$ cat config.mk
export PLATFORM = sky130hd
export DESIGN_NAME = second_player_ctrl
export DESIGN_NICKNAME = d
export VERILOG_FILES = /design/src/rtl/second_player_ctrl.sv
export SDC_FILE = /design/constraint.sdc
export NUM_CORES = 1
export LEC_CHECK = 0
export BUFFER_PORTS_ARGS = -buffer_cell sky130_fd_sc_hd__buf_2
export CAP_MARGIN = 20
export CORE_UTILIZATION = 40
export CTS_BUF_LIST = sky130_fd_sc_hd__clkbuf_8
export CTS_CLUSTER_SIZE = 30
export DETAILED_ROUTE_END_ITERATION = 8
export MAX_ROUTING_LAYER = met4
export PLACE_DENSITY_LB_ADDON = 0.3
export SETUP_SLACK_MARGIN = 0.02
export SYNTH_ARGS = -nofsm -noshare
export SYNTH_HDL_FRONTEND = slang
export SYNTH_SLANG_ARGS = --single-unit
$ cat constraint.sdc
create_clock -name clk -period 5 [get_ports clk]
set_input_delay 0.25 -clock clk [delete_from_list [all_inputs] [get_ports clk]]
set_output_delay 0.25 -clock clk [all_outputs]
set_load 0.02 [all_outputs]
$ cat src/rtl/second_player_ctrl.sv
// Second-player fighter controller: position, health, stun and regen
// tracking for one player on a three-cell board, updated on round ticks.
module second_player_ctrl #(
    parameter int STUN_CYCLES = 2,
    parameter int REGEN_WAITS = 2
) (
    input  logic       clk,
    input  logic       rst_n,
    input  logic       act_en,
    input  logic [2:0] action2,
    input  logic [2:0] action1,
    input  logic [2:0] state1,
    output logic [2:0] state2,
    output logic [1:0] health,
    output logic       alive,
    output logic       hit,
    output logic       stunned
);

    localparam int SW = (STUN_CYCLES < 1) ? 1 : $clog2(STUN_CYCLES + 1);
    localparam int WW = (REGEN_WAITS < 2) ? 1 : $clog2(REGEN_WAITS);

    localparam logic [2:0] A_KICK   = 3'b000;
    localparam logic [2:0] A_PUNCH  = 3'b001;
    localparam logic [2:0] A_AWAIT  = 3'b010;
    localparam logic [2:0] A_JUMP   = 3'b011;

    typedef enum logic [1:0] {
        P_R,
        P_M,
        P_L,
        KO
    } pos_e;

    pos_e            state_q, state_d;
    logic [2:0]      cell_q, cell_d;
    logic [1:0]      health_q, health_d;
    logic            hit_q, hit_d;
    logic [SW-1:0]   stun_q, stun_d;
    logic [WW-1:0]   wait_q, wait_d;
    logic            arm_q;

    logic [1:0]      own_idx, opp_idx, dmg;
    logic            opp_vld, near, dist1;
    logic            kick_dmg, punch_dmg, push;
    logic            go_left, go_right;

    // Board indices (0 = left .. 2 = right) and attack reach
    always_comb begin
        own_idx = 2'd2;
        opp_idx = 2'd0;
        opp_vld = 1'b1;
        case (state_q)
            P_L:     own_idx = 2'd0;
            P_M:     own_idx = 2'd1;
            default: own_idx = 2'd2;
        endcase
        if (state_q == KO) begin
            case (cell_q)
                3'b100:  own_idx = 2'd0;
                3'b010:  own_idx = 2'd1;
                default: own_idx = 2'd2;
            endcase
        end
        case (state1)
            3'b100:  opp_idx = 2'd0;
            3'b010:  opp_idx = 2'd1;
            3'b001:  opp_idx = 2'd2;
            default: opp_vld = 1'b0;
        endcase
        dist1 = opp_vld &&
                ((own_idx == opp_idx + 2'd1) || (opp_idx == own_idx + 2'd1));
        near  = dist1 || (opp_vld && (own_idx == opp_idx));
        kick_dmg  = near && (action1 == A_KICK) && (action2 != A_JUMP);
        punch_dmg = near && (action1 == A_PUNCH) && (action2 != A_PUNCH);
        push      = kick_dmg && dist1 && (action2 == A_KICK);
        dmg       = punch_dmg ? 2'd2 : 2'd1;
        go_left   = (action2[2:1] == 2'b10);
        go_right  = (action2[2:1] == 2'b11);
    end

    // Next-state: damage wins over movement and regen on the same tick
    always_comb begin
        state_d  = state_q;
        health_d = health_q;
        hit_d    = 1'b0;
        stun_d   = stun_q;
        wait_d   = wait_q;
        if (arm_q && act_en && (state_q != KO)) begin
            if (kick_dmg || punch_dmg) begin
                hit_d    = 1'b1;
                stun_d   = SW'(STUN_CYCLES);
                wait_d   = '0;
                health_d = (health_q > dmg) ? health_q - dmg : 2'd0;
                if (push && (state_q == P_L)) state_d = P_M;
                if (push && (state_q == P_M)) state_d = P_R;
                if (health_d == 2'd0) state_d = KO;
            end else begin
                if (stun_q != '0) stun_d = stun_q - SW'(1);
                if (stun_q == '0) begin
                    case (state_q)
                        P_R: begin
                            if (go_left && state1 != 3'b010) state_d = P_M;
                        end
                        P_M: begin
                            if (go_left && state1 != 3'b100) state_d = P_L;
                            if (go_right && state1 != 3'b001) state_d = P_R;
                        end
                        P_L: begin
                            if (go_right && state1 != 3'b010) state_d = P_M;
                        end
                        default: state_d = state_q;
                    endcase
                end
                if (action2 == A_AWAIT) begin
                    if (wait_q >= WW'(REGEN_WAITS - 1)) begin
                        wait_d = '0;
                        if (health_q != 2'd3) health_d = health_q + 2'd1;
                    end else begin
                        wait_d = wait_q + WW'(1);
                    end
                end else begin
                    wait_d = '0;
                end
            end
        end
        case (state_d)
            P_R:     cell_d = 3'b001;
            P_M:     cell_d = 3'b010;
            P_L:     cell_d = 3'b100;
            default: cell_d = cell_q;
        endcase
    end

    // State registers; arm_q swallows the first edge after reset release
    always_ff @(posedge clk or negedge rst_n) begin
        if (!rst_n) begin
            state_q  <= P_R;
            cell_q   <= 3'b001;
            health_q <= 2'd3;
            hit_q    <= 1'b0;
            stun_q   <= '0;
            wait_q   <= '0;
            arm_q    <= 1'b0;
        end else begin
            state_q  <= state_d;
            cell_q   <= cell_d;
            health_q <= health_d;
            hit_q    <= hit_d;
            stun_q   <= stun_d;
            wait_q   <= wait_d;
            arm_q    <= 1'b1;
        end
    end

    assign state2  = cell_q;
    assign health  = health_q;
    assign alive   = (health_q != 2'd0);
    assign hit     = hit_q;
    assign stunned = (stun_q != '0);

endmodule

# --- After elaboration in Yosys (flattened, before gate mapping) ---
# Cells that the tools add are included.
word_totals:
  latchBits: 0
  input_bits: 12
  ram_bits: 0
  reg_bits: 12
  output_inout_bits: 8
  memories: 0
  rom_bits: 0
op_classes:
  add_sub_neg: 6
  n_lt_le_gt_ge: 2
  shift: 0
  reduce_logical: 35
  bitwise: 0
  eq_ne: 24
  muxes: 30
  n_div: 0
  multipliers: 0
ops:
  columns: ["op", "n"]
  rows:
  - ["$mux 2", 19]
  - ["$logic_and 1x1->1", 16]
  - ["$pmux 2 s2", 3]
  - ["$reduce_bool 2->1", 6]
  - ["$eq 2x2->1 const B", 5]
  - ["$eq 3x2->1 const B", 3]
  - ["$pmux 3 s3", 1]
  - ["$logic_not 2->1", 4]
  - ["$add 2x1->2 const B", 3]
  - ["$eq 2x2->1", 3]
  - ["$eq 3x1->1 const B", 2]
  - ["$eq 3x3->1 const B", 2]
  - ["$logic_not 3->1", 2]
  - ["$mux 1", 6]
  - ["$ne 3x1->1 const B", 2]
  - ["$ne 3x2->1 const B", 2]
  - ["$pmux 2 s3", 1]
  - ["$eq 2x1->1 const B", 2]
  - ["$ne 2x2->1 const B", 2]
  - ["$reduce_and 4->1", 1]
  - ["$logic_or 1x1->1", 3]
  - ["$ne 3x3->1 const B", 1]
  - ["$reduce_bool 3->1", 1]
  - ["$reduce_or 3->1", 1]
  - ["6 further kinds", 6]

# --- Depth between registers and ports, before layout ---
logic_depth:
  ltp_word: 20
  mapped_depth: 16
  depth_no_buf: 16

# --- Least setup slack after synthesis ---
# No wires, ideal clock.
synth_timing:
  path_type: "reg-to-reg"
  from: "register state_q[1]"
  to: "register cell_q[1] (netlist: state2[1])"
  arrival_ps: 3456
  setup_ps: 125
  setup_slack_ps: 1419
  path_stages_with_launch: 16
  n_path_buf: 0
  path_cell_list: "dfrtp_1 inv_1 ha_1 or3_1 nand4_2 nand2_1 o211ai_1 ha_1 inv_1 fa_1 nand2b_1 a21boi_0 o21ai_1 a221o_1 ha_1 mux2_2"
synth_between:
  elab_chain_cells: 20
  elab_cells_between_ends: 46
  cone_classes: "2 x add/sub; 1 x order compare; 9 x eq/ne; 16 x mux; 18 x reduce/logical"
synth_lines:
  columns: ["item", "line_no", "text"]
  rows:
  - ["start, declared", "35", "pos_e state_q, state_d;"]
  - ["start signal, assigned", "146", "state_q <= state_d;"]
  - ["parallel branches: the longest is 17 deep, another holds $add 2x1->2", null, null]
  - ["$mux 2 (*)", "89", "if (arm_q && act_en && (state_q != KO)) begin"]
  - ["$eq 2x2->1 (tied with other cells)", "127", "case (state_d)"]
  - ["$pmux 3 s3 or $reduce_bool 3->1 (tied branches)", null, null]
  - ["end signal, assigned", "147", "cell_q <= cell_d;"]
  - ["end, declared", "36", "logic [2:0] cell_q, cell_d;"]
# Every way passes the cells marked *.
# A chain may end at the register's enable or synchronous reset.

# --- Worst setup path after layout ---
layout_timing:
  from: "register state_q[1]"
  to: "register cell_q[0] (netlist: state2[0])"
layout_between:
  elab_chain_cells: 20
  elab_cells_between_ends: 46
  cone_classes: "2 x add/sub; 1 x order compare; 9 x eq/ne; 16 x mux; 18 x reduce/logical"
layout_lines:
  columns: ["item", "line_no"]
  rows:
  - ["parallel branches: the longest is 17 deep, another holds $add 2x1->2", null]
  - ["$mux 2 (*)", "89"]
  - ["$eq 2x2->1 (tied with other cells)", "127"]
  - ["$pmux 3 s3 (*)", "127"]
  - ["net cell_d[0]", "36"]
# Mark *: on every way through the listed nets, which the timed path passes.

==> qor.yml <==
status: "finished, final reports clean"
row_count: 19
fp.dieArea_mm2: 0.00308
power_uw: 591
die_y_um: 55.5
power_density_mw_per_mm2: 449
ys.flop_type: "dfrtp_1"
finalNetCount: 168
synth_top_area_cell: "dfrtp_1"
cts_root_buf: "clkbuf_8"
drt_wl_total_um: 2420
synth_area_leaders: "dfrtp_1 (20%), ha_1 (13%), dfstp_2 (6.9%)"
cts.repair.resized: 0
yosysUniqueCellTypes: 53
cp-end-kind: "register"
clock_path_buffers: 2
grt_util_all_layers_pct: 17.4
grt_max_degree: 14
worstSetupStartpoint: "state_q[1]"
fp.dieW_um: 55.5
postSynthCellCount: 122
peakVddDrop_uv: 318
maxSlewViolCount: 0
n_antenna_cell: 0
gr-total-overflow: 0
cp_data_required_time_ps: 5170
cts_tree: "done"
fin_skew_ps: 1.68
grt_pass1_wl_um: 4160
fmax_mhz: 240
synth.avg_cell_area_um2: 9.39
wl_per_cell_um: 14.0
ys_seq_elements: 12
core_area_mm2: 0.00273
drive_above_1_share_pct: 26.8
r2r_end: "state2[0]"
rsz0062_at_grt: "false"
area_delta_synth_final_pct: 14.8
worst_pin_slew_ps: 616
reg2reg_depth: 15
cp-endpoint: "state2[0]"
clk_pin_slew_worst_paths_ps: 50
firstDrtPassIters: 4
maxSlewHeadroom_pct: 58.9
numCtsBuffers: 3
grt_pass1_vias: 927
ant_nets: 0
synth_seq_area_share_pct: 26.5
synth_warnings: 0
finalSetupTns_ps: 0
period_share_pct: 83.5
dp_hpwl_um: 1940
yosysTopAreaCellShare_pct: 19.7
worstPathArrival_ps: 4340
numClockSinks: 12
r2r_start: "state_q[1]"
drt_iter0_markers: 32
synth_commonest_cells: "ha_1 (12), inv_1 (10), dfrtp_1 (9)"
crit_path_start_kind: "register"
synth-edff-count: 0
clk_latency_ps: 240
portBuffers: 19
vias: 999
synth.net_count: 147
start_util_pct: 41.9
yosysMostFrequentCell: "ha_1"
gp_congestion: 0.831
setup_viol: 0
antenna_found_initial: 0
via_per_inst: 5.77
async_flop_share_pct: 100
h-tree-depth: 1
fin_crit_ps: 4170
rrSetupSlack_ps: 830
drc_errors: 0
netlist_area_mm2: 0.00115
ios: 20
leakagePower_uw: 0.000565
hold_class: "in2async"
path_max_fanout: 7
hold_viol: 0
crit_type: "reg2reg"
maxCapViolCount: 0
## registers in the layout, summed over array words and instances (netlist names)
register and flops:
state2 3, health 2, state_q 2, stun_q 2
arm_q 1, hit 1, wait_q 1
## cell type report
type / instances / area (µm²)
Multi-Input combinational cell: 96 / 776
Fill cell: 266 / 1420
Inverter: 10 / 37.5
Sequential cell: 12 / 304
Tap cell: 31 / 38.8
Clock buffer: 4 / 55.1
Timing Repair Buffer: 20 / 105
## cells by family after synthesis
kind of cell	share of synthesized area, %
compound gates	24.0
xor+xnor	1.53
fa+ha+maj	14.8
buf+inv	5.79
flops	26.5
mux	4.80
other cells	0.327
simple gates	22.2
## placed cells by master (no fill, tap or decap), types with 3 or more instances in the layout
| master | n |
|---|---|
| dfstp_2 | 3 |
| nor3b_1 | 3 |
| ha_1 | 12 |
| a21oi_1 | 4 |
| inv_1 | 10 |
| o21ai_0 | 4 |
| nand2b_1 | 7 |
| mux2_2 | 4 |
| nand3_1 | 4 |
| dfrtp_1 | 9 |
| nand2_1 | 4 |
| clkbuf_8 | 4 |
| buf_2 | 19 |
| nor2_1 | 7 |
## power breakdown
part | switching (µW) | internal (µW)
clock | 34.3 | 69.4
combinational | 180 | 140
sequential | 32.9 | 135
total | 247 | 344
## what timing repair did
| action | in CTS | in global routing |
|---|---|---|
| hold endpoints to repair | 9 | 0 |
| hold buffers | 1 | 0 |
| buffers inserted | 0 | 0 |
## per-stage QoR
| stage | utilization, % | instances | worst slack [ps] | hold WS, ps | area [µm²] |
|---|---|---|---|---|---|
| after floorplan | - | 122 | 1420 | -45.6 | 1150 |
| after global placement | 45.8 | 168 | 1050 | 138 | 1250 |
| after detailed placement | 45.8 | 168 | 866 | 141 | 1250 |
| after CTS | 48.1 | 173 | 850 | 415 | 1320 |
| after global routing | 48.1 | 173 | 583 | 447 | 1320 |
| final | 48.1 | 173 | 827 | 407 | 1320 |
## metal layers
layer	up-vias	part of all wire (%)	GRT usage [%]
li1	496	-	-
met1	476	47	22.4
met2	23	49	28.2
met3	4	3.3	2.11
met4	0	1.2	6.43
met5	-	0	-
## worst max-delay path: stages (launching register included)
cell and delay, ps:
dfrtp_1 470, inv_1 140, ha_1 290, or3_1 380
nand4_2 160, nand2_1 70, o211ai_1 180, ha_1 220
inv_1 50, fa_1 510, nand2b_1 60, a21boi_0 410
o21ai_1 190, a221o_1 400, ha_1 290, mux2_2 270
## worst min path at each step
stage / to / from / cells after the start
after floorplan: arm_q / rst_n / 0
after global placement: hit / rst_n / 1
after detailed placement: stun_q[1] / rst_n / 1
after CTS: arm_q / rst_n / 2
after global routing: stun_q[1] / rst_n / 2
final: wait_q / rst_n / 2
No activity file was read; power rests on OpenSTA's default activity.
